**src/rtl/piso_sched.sv**
```systemverilog
// Two-requester round-robin parallel-in/serial-out frame scheduler.
// Frames go out LSB first, each bit held DIV cycles, followed by GAP idle cycles.
module piso_sched #(
    parameter int WIDTH = 4,
    parameter int DIV   = 1,
    parameter int GAP   = 1
) (
    input  logic             clk,
    input  logic             rst_n,
    input  logic             req0_valid,
    input  logic [WIDTH-1:0] req0_data,
    output logic             req0_ready,
    input  logic             req1_valid,
    input  logic [WIDTH-1:0] req1_data,
    output logic             req1_ready,
    output logic             so,
    output logic             so_valid,
    output logic             sof,
    output logic             src_id,
    output logic             busy
);

    localparam int BW = $clog2(WIDTH);
    localparam int DW = (DIV > 1) ? $clog2(DIV) : 1;
    localparam int GW = (GAP > 1) ? $clog2(GAP) : 1;
    localparam logic [BW-1:0] BIT_LAST = BW'(WIDTH - 1);
    localparam logic [DW-1:0] DIV_LAST = DW'(DIV - 1);
    localparam logic [GW-1:0] GAP_LAST = GW'((GAP > 0) ? GAP - 1 : 0);

    typedef enum logic [1:0] {
        S_IDLE  = 2'd0,
        S_SHIFT = 2'd1,
        S_GAP   = 2'd2
    } state_t;

    state_t           state_q;
    logic             rr_q;
    logic [WIDTH-1:0] sreg_q;
    logic [BW-1:0]    bit_cnt_q;
    logic [DW-1:0]    div_cnt_q;
    logic [GW-1:0]    gap_cnt_q;
    logic             so_q;
    logic             so_valid_q;
    logic             sof_q;
    logic             src_q;
    logic             busy_q;

    logic             grant0;
    logic             grant1;
    logic [WIDTH-1:0] word_sel;

    // rst_n gates the grants so ready is low throughout reset, even in IDLE.
    always_comb begin
        grant0   = rst_n && (state_q == S_IDLE) && req0_valid && (!req1_valid || !rr_q);
        grant1   = rst_n && (state_q == S_IDLE) && req1_valid && (!req0_valid || rr_q);
        word_sel = grant1 ? req1_data : req0_data;
    end

    assign req0_ready = grant0;
    assign req1_ready = grant1;
    assign so         = so_q;
    assign so_valid   = so_valid_q;
    assign sof        = sof_q;
    assign src_id     = src_q;
    assign busy       = busy_q;

    always_ff @(posedge clk or negedge rst_n) begin
        if (!rst_n) begin
            state_q    <= S_IDLE;
            rr_q       <= 1'b0;
            sreg_q     <= '0;
            bit_cnt_q  <= '0;
            div_cnt_q  <= '0;
            gap_cnt_q  <= '0;
            so_q       <= 1'b0;
            so_valid_q <= 1'b0;
            sof_q      <= 1'b0;
            src_q      <= 1'b0;
            busy_q     <= 1'b0;
        end else begin
            case (state_q)
                S_IDLE: begin
                    if (grant0 || grant1) begin
                        sreg_q     <= word_sel;
                        src_q      <= grant1;
                        rr_q       <= !grant1;
                        bit_cnt_q  <= BIT_LAST;
                        div_cnt_q  <= DIV_LAST;
                        so_q       <= word_sel[0];
                        so_valid_q <= 1'b1;
                        sof_q      <= 1'b1;
                        busy_q     <= 1'b1;
                        state_q    <= S_SHIFT;
                    end
                end
                S_SHIFT: begin
                    sof_q <= 1'b0;
                    if (div_cnt_q != '0) begin
                        div_cnt_q <= div_cnt_q - 1'b1;
                    end else if (bit_cnt_q != '0) begin
                        bit_cnt_q <= bit_cnt_q - 1'b1;
                        div_cnt_q <= DIV_LAST;
                        sreg_q    <= {1'b0, sreg_q[WIDTH-1:1]};
                        so_q      <= sreg_q[1];
                    end else begin
                        // Last cycle of the final bit: leave SHIFT.
                        sreg_q     <= '0;
                        so_q       <= 1'b0;
                        so_valid_q <= 1'b0;
                        if (GAP == 0) begin
                            busy_q  <= 1'b0;
                            state_q <= S_IDLE;
                        end else begin
                            gap_cnt_q <= GAP_LAST;
                            state_q   <= S_GAP;
                        end
                    end
                end
                S_GAP: begin
                    if (gap_cnt_q != '0) begin
                        gap_cnt_q <= gap_cnt_q - 1'b1;
                    end else begin
                        busy_q  <= 1'b0;
                        state_q <= S_IDLE;
                    end
                end
                default: begin
                    state_q <= S_IDLE;
                end
            endcase
        end
    end

endmodule
```
**config.mk**
```make
export PLATFORM = sky130hd
export DESIGN_NAME = piso_sched
export DESIGN_NICKNAME = d
export VERILOG_FILES = /design/src/rtl/piso_sched.sv
export SDC_FILE = /design/constraint.sdc
export NUM_CORES = 1
export LEC_CHECK = 0
export ABC_AREA = 1
export CAP_MARGIN = 20
export CORE_UTILIZATION = 50
export CTS_CLUSTER_DIAMETER = 80
export DETAILED_ROUTE_END_ITERATION = 7
export DONT_BUFFER_PORTS = 1
export PLACE_DENSITY = 0.71
export SLEW_MARGIN = 10
export SYNTH_ARGS = -nofsm -noshare
export SYNTH_HDL_FRONTEND = slang
export SYNTH_SLANG_ARGS = --single-unit
```
**constraint.sdc**
```tcl
create_clock -name clk -period 1.6 [get_ports clk]
set_clock_uncertainty 0.1 [all_clocks]
set_input_delay 0.08 -clock clk [delete_from_list [all_inputs] [get_ports clk]]
set_output_delay 0.08 -clock clk [all_outputs]
set_load 0.1 [all_outputs]
```
== Word-level counts from Yosys, hierarchy flattened ==
Index checks and enable logic that the tools add are counted.
Storage, ports and cells
  bits in registers: 16
  bits of input ports: 12
  output and inout port bits: 7
  logic and storage cells: 76
Cells by class
  add/subtract/negate cells: 3
  equality and inequality tests: 7
  multiplexer cells: 30
  reductions and logical operators: 25
Operators with widths (count)
  2-bit 2-to-1 mux: 7
  4-bit 2-to-1 mux: 3
  1-bit case mux with 2 select lines: 6
  4-bit AND reduction: 3
  1-bit 2-to-1 mux: 10
  3-bit AND reduction: 3
  2-bit != test, second input constant: 4
  4-bit case mux with 2 select lines: 1
  2-bit nonzero test: 4
  2-bit case mux with 3 select lines: 1
  1-bit logical AND: 5
  1-bit logical NOT: 4
  2-bit case mux with 2 select lines: 1
  2-bit AND reduction: 2
  1-bit logical OR: 3
  3-bit 2-to-1 mux: 1
  2-bit by 1-bit equality test with 1-bit output, second input constant: 1
  2-bit equality test, second input constant: 1
  2-bit logical NOT: 1
  2-bit by 1-bit != test with 1-bit output, second input constant: 1
  1-bit subtractor, second input constant: 2
  2-bit by 1-bit subtractor with 2-bit output, second input constant: 1

== Longest topological paths before layout ==
Gate-level depths: netlist of the first run.
  word-level depth: 7
  gate-level depth with buffers: 9
  mapped depth without buffers: 9

== Least setup slack after synthesis of the first run ==
OpenSTA, ideal clock, no wires.
  kind: register -> output
  from: register state_q[0]
  to: output req0_ready
  data arrival time: 1.827 ns
  required time: 1.420 ns
  setup slack: -0.407 ns
  stages on the path, launching flop included: 4
  buffers on the path: 0
  path through: dfrtp_1 -> inv_2 -> nand3_1 -> nor2_1
On the way
  cells in the longest elaborated chain, start to end: 4
RTL lines
  from (decl): RTL line 36  | state_t state_q;
  from (signal assigned): RTL line 69  | state_q <= S_IDLE;
  from (signal assigned): RTL line 93  | state_q <= S_SHIFT;
  from (signal assigned): RTL line 112  | state_q <= S_IDLE;
  2-bit logical NOT: RTL line 54  | grant0 = rst_n && (state_q == S_IDLE) && req0_valid && (!req1_valid || !rr_q);
  1-bit logical AND (3 in series): RTL line 54
  to (decl): RTL line 12  | output logic req0_ready,
No other way between the ends.

== Worst setup path in the final report of the first run ==
  from: register state_q[1]
  to: output req1_ready
On the way
  cells in the longest elaborated chain, start to end: 4
RTL lines
  2-bit logical NOT: RTL line 55  | grant1 = rst_n && (state_q == S_IDLE) && req1_valid && (!req0_valid || rr_q);
  1-bit logical AND (3 in series): RTL line 55
  to (decl): RTL line 15  | output logic req1_ready,
No other way between the ends.

==> summary.txt, run 1 <==
Clock tree
  • Clock Latency Late Sink: 0.26 ns
  • H-tree Lvls: 1
  • CTS root buf: clkbuf_4
  • CTS tree: yes
  • CTS Buf Count: 3
  • Longest Clk Path Bufs: 2
  • Clock Sinks: 13
  • Clock transition at the registers of the reported paths: 0.08 ns

Logic synthesis
  • Synth Warn #: 0
  • Compound-Gate Fraction of Synth Area: 7.790%
  • Netlist cell types: 16
  • Largest family of logic cells by synthesized area: simple AND/OR/NAND/NOR gates
  • Syn Area/Cell: 7.590 um2
  • Commonest cells in the netlist: 29 x nand2_1, 16 x inv_1, 13 x dfrtp_1, 7 x nand3_1
  • Syn Nets: 104
  • Post-Synthesis Cells: 91
  • Mapped Area: 690.7 um2
  • Post-synth EDFFs: 0
  • Post-Synth XOR/XNOR Area: 0%
  • Flops & latches, synth: 13
  • Yosys top cell area share: 47.10%
  • Synth Area in Adders: 1.812%
  • Post-synthesis mux area share: 0%
  • Register area share after synthesis: 47.10%
  • Synth area leader: dfrtp_1
  • Top FF cell, synth: dfrtp_1
  • Top cells by area, synth: dfrtp_1 47%, nand2_1 16%, inv_1 8.7%
  • Post-Synth Simple-Gate Area: a little under a third
  • Async SR Flop Fraction: 100.0%
  • Most frequent cell after synthesis: nand2_1

Finish
  • Share of layout cells above drive strength 1: 24.30%
  • Nets: 121
  • Final core utilization: approximately two thirds
  • Antenna Diode Count: 0
  • P&R area growth vs syn: 23.37%

Timing
  • Final max-slew violation count: 0
  • Worst-margin pin slew: 0.5838 ns
  • Hold Fails Final Rpt: 0
  • Peak Freq: 0.6463 GHz
  • Final setup violation count: 0
  • Period utilisation layout: a little over nine tenths
  • Rel. slew slack: 60.95%
  • Min Tclk post-route: 1.547 ns
  • Final WS setup: roughly 0.053 ns

Power and ir drop
  • Final Power: just under 0.002 W
  • Worst IR Drop VDD: about 0.0016 V
  • Pwr/cell area: between 2000 and 2500 nW/um2
  • Leakage: 0.4792 nW

Route
  • Drt pass-1 iters: 4
  • Vias/cell: 4.836
  • WL/cell: 11.20 um
  • Residual DRC: 0
  • Detailed Route WL: 1367 um
  • Vias: approximately 600
  • Antenna viol nets, final: 0
  • DRT iter0 DRCs: 10

Global routing
  • Largest net degree at the start of global routing: 14
  • Global-route wire length before repair: 2076 um
  • GRT Total Usage: 20.68%
  • Initial antenna violation count: 0
  • Vias in the first global route: 498
  • Overflow after GRT: 0

Worst setup path
  • Critical Path RT: between 1 and 1.5 ns
  • WP data arrival: 1.37 ns
  • Buf/Inv on CP: 3
  • Crit Path Class: flip-flop to output port
  • Worst Setup End Kind: output port
  • CP delay by family, top: flip-flops
  • Crit-path max FO: 8
  • Slowest-stage cell, CP: dfrtp_1
  • CP max stage delay: between 0.3 and 0.4 ns
  • CP Launch Type: flip-flop
  • Crit-path cells: inv_2 -> nand2_1 -> nor2_4 -> nand2_4 -> clkinvlp_4 -> buf_12

Floorplanning
  • Die ar.: around 1500 um2
  • Starting Density: 53.75%
  • Num ports: 19
  • Core ar.: 1285 um2
  • Die Wd: between 30 and 40 um
  • Die height: 39.17 um
  • FP Rows: 13

Place
  • Hpwl dp: 1012 um
  • Port Buf Inserts: 0
  • GPL Wtd Cong: 0.7471
  • Place WS: 0.2250 ns

Flow run
  • Max Cap Viol: 0

Outcome
  • Status: finished clean

Worst hold path
  • Worst hold path type: primary input to flip-flop
## sequential cells by signal, indices dropped and copies added, names as in the netlist
signal	count
sof	1
so_valid	1
bit_cnt_q	2
so	1
sreg_q	3
rr_q	1
src_id	1
busy	1
state_q	2
## timing repair
item	4_1_cts	5_1_grt
hold buffers	3	0
pin swaps	0	1
endpoints found under the setup margin	1	1
gates resized for setup	1	2
buffers inserted	0	2
hold endpoints to repair	14	0
## final cells by class
| cell class | count | area [um2] |
|---|---|---|
| flip-flops and latches | 13 | 325.3 |
| inverters | 21 | 82.58 |
| clock buffers | 4 | 26.28 |
| fillers | 111 | 432.9 |
| repair buffers | 12 | 110.1 |
| well taps | 15 | 18.77 |
| multi-input cells | 57 | 289.0 |
## worst register-to-register path, delay by kind of cell, from the launching register on
kind / cells / cell delay (ns)
AOI/OAI and AO/OA: 1 / 0.12
buffers and inverters: 1 / 0.06
DFF: 1 / 0.40
and+or+nand+nor: 6 / 0.61
## logic make-up (layout without fill, tap and decap cells)
logic type	count (synthesis)	in the layout
buffers and inverters	21	37
DFF	13	13
adders and majority gates	1	1
and+or+nand+nor	48	48
AOI/OAI and AO/OA	8	8
## power breakdown
part	internal [W]	switching [W]	leakage [nW]	total (W)
logic	0.000319	0.000900	0.309	0.00122
registers	0.000478	0.0000749	0.155	0.000553
clock network	0.0000962	0.000101	0.0150	0.000197
total	0.000893	0.00108	0.479	0.00197
## stage by stage
step	std cells	TNS, ns	hold slack (ns)	instance area, um2
global route	122	-0.01821	0.02918	852.1
CTS	120	0	0.01609	828.3
floorplan	91	0	-0.3156	696.9
global placement	113	0	-0.3153	768.2
detailed placement	113	0	-0.3153	768.2
finish	122	0	0.01554	852.1
## metal layers
metal	part of all wire [%]	wire length, um	up-vias	global-route usage [%]
met5	0	0	-	0
met4	0.59	8	0	5.172
met3	4.0	54	2	5.202
met2	50	690	14	35.00
met1	45	615	271	25.90
li1	-	-	303	-
## final timing paths
check	depth (start not counted)	startpoint	to	slack [ns]
max in group asynchronous	1	rst_n	src_id$_DFFE_PN0P_	0.87
min in group asynchronous	1	rst_n	so$_DFFE_PN0P_	0.15
setup reg to reg	8	rr_q$_DFFE_PN0P_	sreg_q[1]$_DFFE_PN0P_	0.21
hold reg to reg	2	sreg_q[2]$_DFFE_PN0P_	sreg_q[2]$_DFFE_PN0P_	0.39
setup / recovery	6	state_q[1]$_DFFE_PN0P_	req1_ready	0.05
hold / removal	6	req0_data[1]	sreg_q[1]$_DFFE_PN0P_	0.02
## cells in the final DEF (no fill, tap or decap), drive strengths merged
cell type | Yosys | layout
nor3 | 1 | 1
o21ai | 6 | 6
clkbuf | 0 | 4
dfrtp | 13 | 13
a21boi | 1 | 1
nand2 | 30 | 30
clkinvlp | 0 | 1
nand3 | 7 | 7
buf | 0 | 9
a21oi | 1 | 1
dlygate4sd3 | 0 | 3
nor2 | 10 | 10
ha | 1 | 1
inv | 21 | 20
No activity file was read; power rests on OpenSTA's default activity.
==> inputs of run 2 (changes only) <==
--- a/config.mk
+++ b/config.mk
@@ -13,2 +13,3 @@
 export DONT_BUFFER_PORTS = 1
+export HOLD_SLACK_MARGIN = 0.06
 export PLACE_DENSITY = 0.71
==> constraint.sdc (replaced) <==
create_clock -name clk -period 1.6 [get_ports clk]
set_clock_uncertainty 0.1 [all_clocks]
set_input_delay 0.16 -clock clk [delete_from_list [all_inputs] [get_ports clk]]
set_output_delay 0.16 -clock clk [all_outputs]
set_load 0.1 [all_outputs]
==> run 2 against run 1 <==
Clock-buffer cell count decreased by 1; critical path type unchanged; die area did not move; total power up 0.60%; largest cell class unchanged; non-clock buffer count unchanged; highest routed layer unchanged; first-iteration DRC count shrank 80%; hold slack better by 0.067 ns; final cell count did not move; critical endpoint is now req0_ready; via count shrank 2.4%; register-to-register slack got worse by 0.06 ns; clock power grew 4%.
==> summary.txt, run 2 (synthesis gave the netlist of run 1 again) <==
Route
  • WL/cell: 9.902 um (was 11.20 um)
  • Antenna viol nets, final: 0 (unchanged)
  • Detailed Route WL: 1208 um (was 1367 um)
  • Vias: 576 (was 590)
  • Vias/cell: 4.721 (was 4.836)
  • Drt pass-1 iters: 2 (was 4)
  • Residual DRC: 0 (unchanged)
  • DRT iter0 DRCs: 2 (was 10)

Global routing
  • Initial antenna violation count: 0 (unchanged)
  • Largest net degree at the start of global routing: 14 (unchanged)
  • Overflow after GRT: 0 (unchanged)
  • Vias in the first global route: 449 (was 498)
  • GRT Total Usage: 19.00% (was 20.68%)
  • Global-route wire length before repair: 1835 um (was 2076 um)

Power and ir drop
  • Net Sw Power: 0.001082 W (was 0.001076 W)
  • Leakage: 0.4840 nW (was 0.4792 nW)
  • Part of the power in the clock network: 10.4% (was 10.0%)
  • Logic gate share of total power: 62.3% (was 61.9%)
  • Internal power: 0.0008995 W (was 0.0008932 W)
  • Switching Share: 54.60% (was 54.65%)
  • Worst IR Drop VDD: 0.001451 V (was 0.001602 V)
  • Pwr/cell area: 2282 nW/um2 (was 2311 nW/um2)
  • Reg power frac: 27.4% (was 28.1%)

Worst hold path
  • Worst hold path type: primary input to flip-flop (unchanged)

Finish
  • Final core utilization: 67.58% (was 66.31%)
  • Design Area, Final: 868.3 um2 (was 852.1 um2)
  • Footprint of the multi-input gates: 291.5 um2 (was 289.0 um2)
  • Biggest regs: sreg_q (3), bit_cnt_q (2), state_q (2) (unchanged)
  • Share of layout cells above drive strength 1: 26.17% (was 24.30%)
  • Most common cell after layout, fill and taps aside: nand2_1 (unchanged)
  • Antenna Diode Count: 0 (unchanged)
  • Largest Register: sreg_q (unchanged)
  • Max reg flops: 3 (unchanged)
  • Nets: 121 (unchanged)
  • Sequential Area: 325.3 um2 (unchanged)
  • P&R area growth vs syn: 25.72% (was 23.37%)
  • Most frequent cells in the layout: 28 x nand2_1, 15 x inv_1, 13 x dfrtp_1 (was 29 x nand2_1, 15 x inv_1, 13 x dfrtp_1)
  • FILL cells: 109 (was 111)

Place
  • Port Buf Inserts: 0 (unchanged)
  • Hpwl dp: 900.1 um (was 1012 um)
  • Place WS: 0.2008 ns (was 0.2250 ns)
  • GPL Wtd Cong: 0.7173 (was 0.7471)
  • DP Area: 780.7 um2 (was 768.2 um2)

Timing
  • Min Tclk post-route: 1.519 ns (was 1.547 ns)
  • Period utilisation layout: 94.95% (was 96.71%)
  • Final WS setup: 0.08081 ns (was 0.05262 ns)
  • Rel. slew slack: 60.34% (was 60.95%)
  • Hold Fails Final Rpt: 0 (unchanged)
  • Worst-margin pin slew: 0.5929 ns (was 0.5838 ns)
  • RSZ-0062 raised after global routing: false
  • Hold WS: 0.08249 ns (was 0.01554 ns)
  • Peak Freq: 0.6582 GHz (was 0.6463 GHz)
  • Final max-slew violation count: 0 (unchanged)
  • Final setup violation count: 0 (unchanged)

Clock tree
  • Longest Clk Path Bufs: 2 (unchanged)
  • Clock transition at the registers of the reported paths: 0.08 ns (about the same)
  • H-tree Lvls: 1 (unchanged)
  • CTS tree: yes (unchanged)
  • CTS Buf Count: 3 (unchanged)
  • Clock Sinks: 13 (unchanged)
  • CTS root buf: clkbuf_4 (unchanged)
  • Clock Latency Late Sink: 0.28 ns (was 0.26 ns)

Outcome
  • Status: finished clean (unchanged)

Floorplanning
  • Die height: 39.17 um (unchanged)
  • Die ar.: 1534 um2 (unchanged)
  • Core ar.: 1285 um2 (unchanged)
  • Starting Density: 53.75% (unchanged)
  • FP Rows: 13 (unchanged)
  • Num ports: 19 (unchanged)
  • Die Wd: 39.17 um (unchanged)

Worst setup path
  • Critical Path RT: 1.34 ns (was 1.42 ns)
  • Worst Setup End Kind: output port (unchanged)
  • CP Launch Type: flip-flop (unchanged)
  • WP data arrival: 1.26 ns (was 1.37 ns)
  • Crit Path Class: flip-flop to output port (unchanged)
  • Crit-path max FO: 3 (was 8)

Flow run
  • Max Cap Viol: 0 (unchanged)
-- run 2: cell count changes in the layout (fill, tap and decap cells not counted) --
cell and delta:
buf_4 -1, clkbuf_1 -1, nand2_2 +1, buf_12 +1, clkinv_2 +1, nand2_1 -1
-- run 2: per-layer routing --
| layer | track usage [%] | part of all wire, % |
|---|---|---|
| met1 | 25.00 | 47 |
| met3 | 5.202 | 5.9 |
| met5 | 0 | 0 |
| met4 | 12.93 | 2.2 |
| met2 | 26.67 | 45 |
-- run 2: metrics by stage --
step                      setup TNS [ns]  cells  total power, W
after floorplan                 -0.03603     91        0.001518
after global placement                 0    113        0.001725
after detailed placement               0    113        0.001743
after CTS                              0    122        0.001996
after global routing                   0    122        0.002123
final                                  0    122        0.001981
-- run 2: cell type report --
class,count,share of cell area (%)
repair buffers,12,14.12
clock inverters,1,0.5764
well taps,15,2.161
flip-flops and latches,13,37.46
inverters,21,9.510
multi-input cells,57,33.57
clock buffers,3,2.594
-- run 2: final timing paths --
| kind | start | to | slack, ns | cells after the start |
|---|---|---|---|---|
| setup / recovery | state_q[0]$_DFFE_PN0P_ | req0_ready | 0.08 | 4 |
| hold / removal | req0_data[1] | sreg_q[1]$_DFFE_PN0P_ | 0.08 | 6 |
| setup reg to reg | rr_q$_DFFE_PN0P_ | sreg_q[1]$_DFFE_PN0P_ | 0.15 | 9 |
| hold reg to reg | sreg_q[1]$_DFFE_PN0P_ | sreg_q[1]$_DFFE_PN0P_ | 0.39 | 2 |
| max in group asynchronous | rst_n | sreg_q[2]$_DFFE_PN0P_ | 0.80 | 1 |
| min in group asynchronous | rst_n | bit_cnt_q[0]$_DFFE_PN0P_ | 0.22 | 1 |
-- run 2: timing repair --
| item | 4_1_cts | 5_1_grt |
|---|---|---|
| resized for setup | 3 | 1 |
| pin swaps | 1 | 1 |
| buffers inserted | 2 | 0 |
| hold buffers | 3 | 0 |
| setup endpoints to repair | 1 | 1 |
| endpoints found under the hold margin | 14 | 0 |
-- run 2: power groups by stage --
stage	Sequential [W]	Clock, W	Combinational (W)
final	0.000542	0.000205	0.00123
after CTS	0.000544	0.000211	0.00124
after global placement	0.000547	0	0.00118
after detailed placement	0.000549	0	0.00119
after global routing	0.000556	0.000221	0.00135
after floorplan	0.000952	0	0.000567
-- run 2: worst max-delay path, stage by stage, from the launching register on --
cell	delay [ns]
dfrtp_1	0.40
inv_2	0.07
nand3_1	0.14
nor2_2	0.17
buf_12	0.19
